File: config.mk
export PLATFORM = sky130hd
export DESIGN_NAME = bitwise_logic_unit
export DESIGN_NICKNAME = d
export VERILOG_FILES = /design/src/rtl/logic_pkg.sv /design/src/rtl/logic_alu_comb.sv /design/src/rtl/bitwise_logic_unit.sv
export SDC_FILE = /design/constraint.sdc
export NUM_CORES = 1
export LEC_CHECK = 0
export CAP_MARGIN = 10
export CELL_PAD_IN_SITES_DETAIL_PLACEMENT = 0
export CELL_PAD_IN_SITES_GLOBAL_PLACEMENT = 1
export CORE_MARGIN = 10
export CORE_UTILIZATION = 40
export DETAILED_ROUTE_END_ITERATION = 8
export GPL_TIMING_DRIVEN = 0
export PLACE_DENSITY = 0.78
export SLEW_MARGIN = 10
export SYNTH_ARGS = -nofsm -noshare
export SYNTH_HDL_FRONTEND = slang
export SYNTH_SLANG_ARGS = --single-unit
File: constraint.sdc
create_clock -name clk -period 1.91 [get_ports clk]
set_clock_uncertainty 0.05 [all_clocks]
set_input_delay 0.573 -clock clk [delete_from_list [all_inputs] [get_ports clk]]
set_output_delay 0.573 -clock clk [all_outputs]
set_load 0.05 [all_outputs]
File: src/rtl/logic_pkg.sv
// Shared opcodes, opcode width and output-buffer state encoding for the bitwise logic unit.
package logic_pkg;

  localparam int unsigned OPW = 3;

  localparam logic [OPW-1:0] OP_AND    = 3'd0;
  localparam logic [OPW-1:0] OP_OR     = 3'd1;
  localparam logic [OPW-1:0] OP_XOR    = 3'd2;
  localparam logic [OPW-1:0] OP_XNOR   = 3'd3;
  localparam logic [OPW-1:0] OP_NAND   = 3'd4;
  localparam logic [OPW-1:0] OP_NOR    = 3'd5;
  localparam logic [OPW-1:0] OP_NOT_A  = 3'd6;
  localparam logic [OPW-1:0] OP_PASS_B = 3'd7;

  typedef enum logic [1:0] {
    EMPTY = 2'd0,
    ONE   = 2'd1,
    FULL  = 2'd2
  } buf_state_t;

endpackage

File: src/rtl/logic_alu_comb.sv
// Combinational evaluator: one bitwise operation on two WIDTH-bit operands plus
// zero / all-ones flags derived from the final result.
module logic_alu_comb
  import logic_pkg::*;
#(
  parameter int unsigned WIDTH = 4
) (
  input  logic [OPW-1:0]   op,
  input  logic [WIDTH-1:0] a,
  input  logic [WIDTH-1:0] b,
  output logic [WIDTH-1:0] result,
  output logic             zero,
  output logic             ones
);

  always_comb begin
    result = '0;
    case (op)
      OP_AND:    result = a & b;
      OP_OR:     result = a | b;
      OP_XOR:    result = a ^ b;
      OP_XNOR:   result = ~(a ^ b);
      OP_NAND:   result = ~(a & b);
      OP_NOR:    result = ~(a | b);
      OP_NOT_A:  result = ~a;
      OP_PASS_B: result = b;
      default:   result = '0;
    endcase
  end

  // For WIDTH=1 these reduce to the inverse and the value of the single bit.
  assign zero = ~(|result);
  assign ones = &result;

endmodule

File: src/rtl/bitwise_logic_unit.sv
// Pipelined bitwise logic unit with a 2-entry (main + skid) valid/ready output buffer.
// Defining BITWISE_LOGIC_STATS_EN adds a saturating drain counter on op_count.
module bitwise_logic_unit
  import logic_pkg::*;
#(
  parameter int unsigned WIDTH = 4
) (
  input  logic             clk,
  input  logic             rst,
  input  logic             in_valid,
  output logic             in_ready,
  input  logic [OPW-1:0]   in_op,
  input  logic [WIDTH-1:0] in_a,
  input  logic [WIDTH-1:0] in_b,
  output logic             out_valid,
  input  logic             out_ready,
  output logic [WIDTH-1:0] out_result,
  output logic [OPW-1:0]   out_op,
  output logic             out_zero,
  output logic             out_ones
`ifdef BITWISE_LOGIC_STATS_EN
  ,
  output logic [15:0]      op_count
`endif
);

  localparam int unsigned CNTW = 16;

  buf_state_t       state;
  logic [WIDTH-1:0] alu_result;
  logic             alu_zero;
  logic             alu_ones;
  logic [WIDTH-1:0] m_result;
  logic [OPW-1:0]   m_op;
  logic             m_zero;
  logic             m_ones;
  logic             m_valid;
  logic [WIDTH-1:0] s_result;
  logic [OPW-1:0]   s_op;
  logic             s_zero;
  logic             s_ones;
  logic             accept;
  logic             drain;

  logic_alu_comb #(.WIDTH(WIDTH)) u_alu (
    .op    (in_op),
    .a     (in_a),
    .b     (in_b),
    .result(alu_result),
    .zero  (alu_zero),
    .ones  (alu_ones)
  );

  assign accept = in_valid & in_ready;
  assign drain  = m_valid & out_ready;

  // Buffer FSM; in_ready is decoded from the next state so it never depends on out_ready.
  always_ff @(posedge clk or posedge rst) begin
    if (rst) begin
      state    <= EMPTY;
      in_ready <= 1'b0;
      m_valid  <= 1'b0;
      m_result <= '0;
      m_op     <= '0;
      m_zero   <= 1'b0;
      m_ones   <= 1'b0;
      s_result <= '0;
      s_op     <= '0;
      s_zero   <= 1'b0;
      s_ones   <= 1'b0;
    end else begin
      case (state)
        EMPTY: begin
          in_ready <= 1'b1;
          if (accept) begin
            m_result <= alu_result;
            m_op     <= in_op;
            m_zero   <= alu_zero;
            m_ones   <= alu_ones;
            m_valid  <= 1'b1;
            state    <= ONE;
          end
        end
        ONE: begin
          in_ready <= 1'b1;
          if (accept && !drain) begin
            s_result <= alu_result;
            s_op     <= in_op;
            s_zero   <= alu_zero;
            s_ones   <= alu_ones;
            in_ready <= 1'b0;
            state    <= FULL;
          end else if (accept) begin
            m_result <= alu_result;
            m_op     <= in_op;
            m_zero   <= alu_zero;
            m_ones   <= alu_ones;
          end else if (drain) begin
            m_valid <= 1'b0;
            state   <= EMPTY;
          end
        end
        FULL: begin
          in_ready <= 1'b0;
          if (drain) begin
            m_result <= s_result;
            m_op     <= s_op;
            m_zero   <= s_zero;
            m_ones   <= s_ones;
            in_ready <= 1'b1;
            state    <= ONE;
          end
        end
        default: begin
          state    <= EMPTY;
          in_ready <= 1'b0;
          m_valid  <= 1'b0;
        end
      endcase
    end
  end

  assign out_valid  = m_valid;
  assign out_result = m_result;
  assign out_op     = m_op;
  assign out_zero   = m_zero;
  assign out_ones   = m_ones;

`ifdef BITWISE_LOGIC_STATS_EN
  logic [CNTW-1:0] drain_cnt;

  // Saturating count of delivered beats.
  always_ff @(posedge clk or posedge rst) begin
    if (rst) begin
      drain_cnt <= '0;
    end else if (drain && (drain_cnt != {CNTW{1'b1}})) begin
      drain_cnt <= drain_cnt + CNTW'(1);
    end
  end

  assign op_count = drain_cnt;
`endif

endmodule

==> flow_summary_export.csv, run 1 <==
group,metric,value,unit
min_path,min_from,"out_result[0]",
grt,grt_pass1_vias,1226,
worst_setup_path,cp_num_buf_inv,2,
worst_setup_path,r2r-end,"out_ones",
yosys,ys_types,35,
sta,rsz0062_at_grt,"yes",
pwr,p_total,2.37,mW
worst_setup_path,max_stage_delay,0.47,ns
worst_setup_path,crit_chain,"buf_8 -> inv_4 -> ha_4 -> mux2_4 -> mux4_2 -> or3_4 -> o31ai_2",
worst_setup_path,cp_slowest_cell,"mux4_2",
final_layout,nNetsFinal,204,
route,drt-wirelength-per-cell,14.5,um
grt,grt_overflow,0,
pwr,switching_share,46.7,%
yosys,synth_area,1420,um^2
die,core_area,3390,um^2
yosys,synth-seq-cells,22,
clocking,root_buffer,"clkbuf_4",
pwr,power_switching,1.10,mW
worst_setup_path,worstSetupPathType,"in2reg",
min_path,holdPathEnd,"out_result[0]",
worst_setup_path,worstPathRequired,2.08,ns
pwr,seq_power_share,35.1,%
yosys,synth_edf_count,0,
route,drtIter0Drc,39,
route,ant_nets,0,
sta,finalCriticalPeriod,2.05,ns
grt,grt_max_degree,23,
clocking,cts_max_level,1,
clocking,cts_tree,"built",
pwr,ir_drop,0.287,mV
die,die_x,79.6,um
pwr,clkPwrFrac,9.2,%
status,status,"finished, violations left",
pwr,p_leak,0.900,nW
route,wl,3.27,mm
clocking,clock_latency,0.30,ns
die,ios,26,
worst_setup_path,reg2reg_depth,5,
final_layout,final_util,59.6,%
min_path,hold_path.class,"reg2reg",
worst_setup_path,startpoint_type,"input pin",
min_path,hold_depth,2,
sta,hold_viol_final,0,
place,gp_congestion,0.744,
route,drtPass1Iterations,4,
worst_setup_path,r2r_slack,0.19,ns
sta,slew_viol_final,0,
route,vias_per_cell,5.15,
die,start_util,42.0,%
route,drc,0,
job,drv_cap,0,
worst_setup_path,crit_fanout,3,
sta,worstMarginPinSlew,0.811,ns
die,fp-row-count,21,
clocking,clkTransAtPathRegs,0.12,ns
place,place_ws,-1.11,ns
worst_setup_path,critPathTopFamily,"multiplexers",
pwr,cellPowerDensity,1170,nW/um^2
place,placed_cells,215,
final_layout,drive_gt1_share,37.2,%
worst_setup_path,end_kind,"register",
sta,fin_crit_sh,108,%
sta,worst_slack,-0.143,ns
worst_setup_path,arrival,2.23,ns
yosys,avgSynthCellArea,9.88,um^2
yosys,yosys_warnings,0,
place,dp_hpwl,2.38,mm
status,violations,"setup timing",
clocking,clock_sinks,22,
clocking,cts_buffers,3,
grt,gr-usage-all-layers,10.6,%
place,port_buffers,25,
yosys,postSynth.asyncResetShare,100,%
clocking,clk_path_buf_depth,2,
pwr,p_comb_share,55.8,%
yosys,ys_seq_area_share,38.7,%
worst_setup_path,r2r-start,"state[1]",
grt,grt_pass1_wl,5.62,mm
yosys,syn_inst,144,
die,die-area,6340,um^2
die,die_y,79.6,um
route,vias,1164,
final_layout,diodes,0,
grt,antenna_found_initial,0,
sta,setup-violations-final,2,
sta,slew_headroom,45.8,%
final_layout,final_cells,226,
yosys,synth_nets,167,
final_layout,area_delta_synth_final,42.0,%
sta,timing.fmax,0.487,GHz
pwr,intPower,1.26,mW
final_layout,fillCellCount,296,
yosys,synth_ff_type,"dfrtp_1",
power by group through the flow:
stage / Sequential, mW / Combinational, mW / Clock (mW)
after floorplan: 1.15 / 0.529 / 0
after global placement: 0.814 / 1.23 / 0
after detailed placement: 0.827 / 1.25 / 0
after CTS: 0.827 / 1.27 / 0.228
after global routing: 0.858 / 1.43 / 0.244
final: 0.829 / 1.32 / 0.217
tightest hold or removal path, cell delays in order (launching register included):
cell	delay, ns
dfrtp_1	0.36
nand2_1	0.04
o21ai_0	0.06
cell families after synthesis:
logic type	after synthesis	synth area share, %
flops	22	38.7
buf+inv	17	5.01
compound gates	30	14.2
xor+xnor	1	0.616
fa+ha+maj	8	7.04
simple gates	41	14.3
mux	25	20.1
layout make-up:
class	instances	area [um^2]	share of cell area (%)
plain buffers	5	40.0	1.98
clock buffers	4	26.3	1.30
inverters	12	70.1	3.47
multi-input cells	105	975	48.3
flip-flops and latches	22	552	27.3
well taps	46	57.6	2.85
repair buffers	32	299	14.8
what timing repair did:
action,in CTS,in global routing
hold buffers,0,0
setup endpoints to repair,28,15
setup buffers,5,2
pin swaps,12,9
gates resized for setup,76,24
through the flow:
stage | TNS, ns | hold WS [ns] | cell area [um^2]
2_1_floorplan | -0.748 | 0.390 | 1480
3_3_place_gp | -12.75 | 0.403 | 1790
3_5_place_dp | -13.23 | 0.407 | 1790
4_1_cts | -0.280 | 0.435 | 1930
5_1_grt | -0.300 | 0.465 | 2020
6_report | -0.264 | 0.441 | 2020
metal layers:
layer	up-vias	global-route usage [%]	wire length, um
met5	-	0	0
met4	0	4.30	45
met2	21	19.3	1750
li1	580	-	-
met3	4	1.69	105
met1	559	12.0	1370
synthesized netlist by cell type, types with 2 or more instances:
master    number  area, um^2
o31ai_1        2        15.0
nand3_1        4        20.0
mux2i_1       14         140
buf_1          2        7.51
o21ai_0       10        50.1
mux2_2         9         101
ha_1           8         100
inv_1         12        45.0
dfrtp_1       22         551
nor2_1         5        18.8
nor2b_1        3        18.8
nand3b_1       4        30.0
mux4_2         2        45.0
o31ai_2        2        25.0
a21oi_1        5        25.0
and2_1         3        18.8
clkbuf_1       2        7.51
nor3_1         2        10.0
nand2_1       17        63.8
worst max-delay path by stage:
stage | from | endpoint | cells past startpoint
after global routing | in_a[0] | out_zero | 7
final | in_a[0] | out_zero | 7
after detailed placement | in_b[0] | s_zero | 7
after floorplan | in_b[0] | s_zero | 6
after CTS | in_a[3] | out_zero | 7
after global placement | in_b[0] | s_zero | 7
placed cells by master (no fill, tap or decap), types with 3 or more instances in the layout:
cell type and instances:
a21oi_1 3, clkbuf_2 3, nor2b_1 3, o21ai_0 9, mux2_2 7, buf_6 3, buf_4 8, inv_2 4
dlygate4sd2_1 12, ha_4 4, dfrtp_1 21, nand3b_1 4, ha_1 4, mux2i_1 13, inv_1 4, nand2_1 16
nor2_1 4, clkbuf_4 3
sequential cells by signal, indices dropped and copies added (netlist names):
register and cells:
s_zero 1, out_result 4, in_ready 1, s_op 3, s_ones 1, out_op 3, out_zero 1, state 2
out_ones 1, out_valid 1, s_result 4
(Power assumes the default switching activity.)
==> inputs of run 2 (changes only) <==
GPL_TIMING_DRIVEN = 1   (was 0)
==> run 2 against run 1 <==
Against the previous run: the flow still finishes with violations (setup timing); combinational power is 13% higher; flip-flop and latch count stayed put; hold slack better by 0.00087 ns; die area stayed put; core utilization is 5.4 points higher; total power is 13% higher; sequential share of layout area is 2.3 points lower; setup slack worse by 0.019 ns; routed wire length is 4.0% higher; sequential power is 1% lower.
==> flow_summary_export.csv, run 2 (synthesis gave the netlist of run 1 again) <==
group,metric,value,unit
status,status,"finished, violations left",
status,violations,"setup timing",
die,core_area,3390,um^2
sta,hold_slack,0.442,ns
worst_setup_path,worstSetupPathType,"in2reg",
route,drc,0,
place,dpl_cell_area,1960,um^2
worst_setup_path,end_kind,"register",
sta,fin_crit_sh,109,%
sta,finalCriticalPeriod,2.07,ns
place,placed_cells,237,
sta,setup-violations-final,8,
clocking,clkTransAtPathRegs,0.13,ns
grt,grt_overflow,0,
final_layout,final_util,65.0,%
final_layout,fin_area,2200,um^2
sta,setup_tns,-0.599,ns
clocking,cts_tree,"built",
route,vias,1233,
final_layout,diodes,0,
pwr,ir_drop,0.428,mV
final_layout,final_cells,245,
worst_setup_path,worstPathRequired,2.10,ns
final_layout,drive_gt1_share,46.7,%
final_layout,nNetsFinal,223,
route,drtIter0Drc,38,
sta,timing.fmax,0.482,GHz
worst_setup_path,crit_fanout,3,
sta,worst_slack,-0.163,ns
sta,hold_viol_final,0,
pwr,cellPowerDensity,1210,nW/um^2
grt,antenna_found_initial,0,
job,drv_cap,0,
grt,grt_pass1_vias,1256,
worst_setup_path,startpoint_type,"input pin",
die,fp-row-count,21,
final_layout,area_delta_synth_final,54.9,%
route,vias_per_cell,5.03,
place,dp_hpwl,2.54,mm
final_layout,final_cell_mix,"buf_4 (36), dfrtp_1 (21), nand2_1 (17)",
die,die_x,79.6,um
die,ios,26,
clocking,clock_latency,0.32,ns
clocking,cts_buffers,3,
route,ant_nets,0,
clocking,root_buffer,"clkbuf_4",
sta,rsz0062_at_grt,"yes",
route,wl,3.40,mm
final_layout,final_common_cell,"buf_4",
clocking,clock_sinks,22,
pwr,p_total,2.67,mW
sta,worstMarginPinSlew,0.315,ns
route,drt-wirelength-per-cell,13.9,um
sta,slew_headroom,78.8,%
clocking,clk_path_buf_depth,2,
place,port_buffers,25,
pwr,p_leak,1.01,nW
route,drtPass1Iterations,4,
grt,grt_max_degree,23,
grt,gr-usage-all-layers,10.9,%
die,die_y,79.6,um
clocking,cts_max_level,1,
die,die-area,6340,um^2
place,gp_congestion,0.772,
place,place_ws,-0.994,ns
worst_setup_path,arrival,2.27,ns
die,start_util,42.0,%
grt,grt_pass1_wl,5.66,mm
sta,slew_viol_final,0,
min_path,hold_path.class,"reg2reg",
run 2: changes by cell type in the layout (fill, tap and decap cells not counted), sizes merged:
cell           before  now
clkdlybuf4s50       1    2
clkdlybuf4s15       4    1
dlymetal6s2s        1    3
clkbuf              7    5
dlygate4sd2        12    2
bufinv              0    1
buf                16   46
run 2: final timing paths:
path	startpoint	endpoint	slack (ns)	cells past startpoint
setup / recovery	in_a[0]	s_zero	-0.16	7
hold reg to reg	out_result[1]	out_result[1]	0.44	2
min in group asynchronous	rst	s_zero	0.53	3
setup reg to reg	state[1]	out_zero	0.19	6
hold / removal	out_result[1]	out_result[1]	0.44	2
max in group asynchronous	rst	in_ready	1.03	3
run 2: metal layers:
layer	global-route usage, %	wire length (um)	up-vias
li1	-	-	622
met1	12.1	1420	588
met2	19.9	1840	19
met3	1.69	86	4
met4	4.84	53	0
met5	0	0	-
run 2: worst max-delay path, cell delays in order:
cell     delay, ns
buf_6         0.10
inv_2         0.06
ha_4          0.19
mux2_4        0.25
mux4_2        0.46
or3_4         0.42
o31ai_4       0.22
run 2: report_power, final:
part	total, mW	leakage, nW	switching (mW)	internal (mW)
clock	0.362	0.0279	0.149	0.212
combinational	1.49	0.715	0.842	0.643
sequential	0.819	0.272	0.145	0.674
total	2.67	1.01	1.14	1.53
run 2: layout make-up:
class                           count  area [um^2]
Fill cell                         275         1190
Multi-Input combinational cell    105          982
Sequential cell                    22          552
Timing Repair Buffer               56          494
Inverter                           12         65.1
Tap cell                           46         57.6
Clock inverter                      1         30.0
Clock buffer                        3         22.5
run 2: timing repair:
item                                    4_1_cts  5_1_grt
pin swaps                                    10       14
cloned                                        0        1
setup buffers                                 3        1
gates resized for setup                      42       27
hold buffers                                  0        0
endpoints found under the setup margin       12       15
==> inputs of run 3 (changes only) <==
GPL_TIMING_DRIVEN = 0   (was 1)
==> results of run 3 <==
Final layout, timing and power as in run 1 (identical DEF).
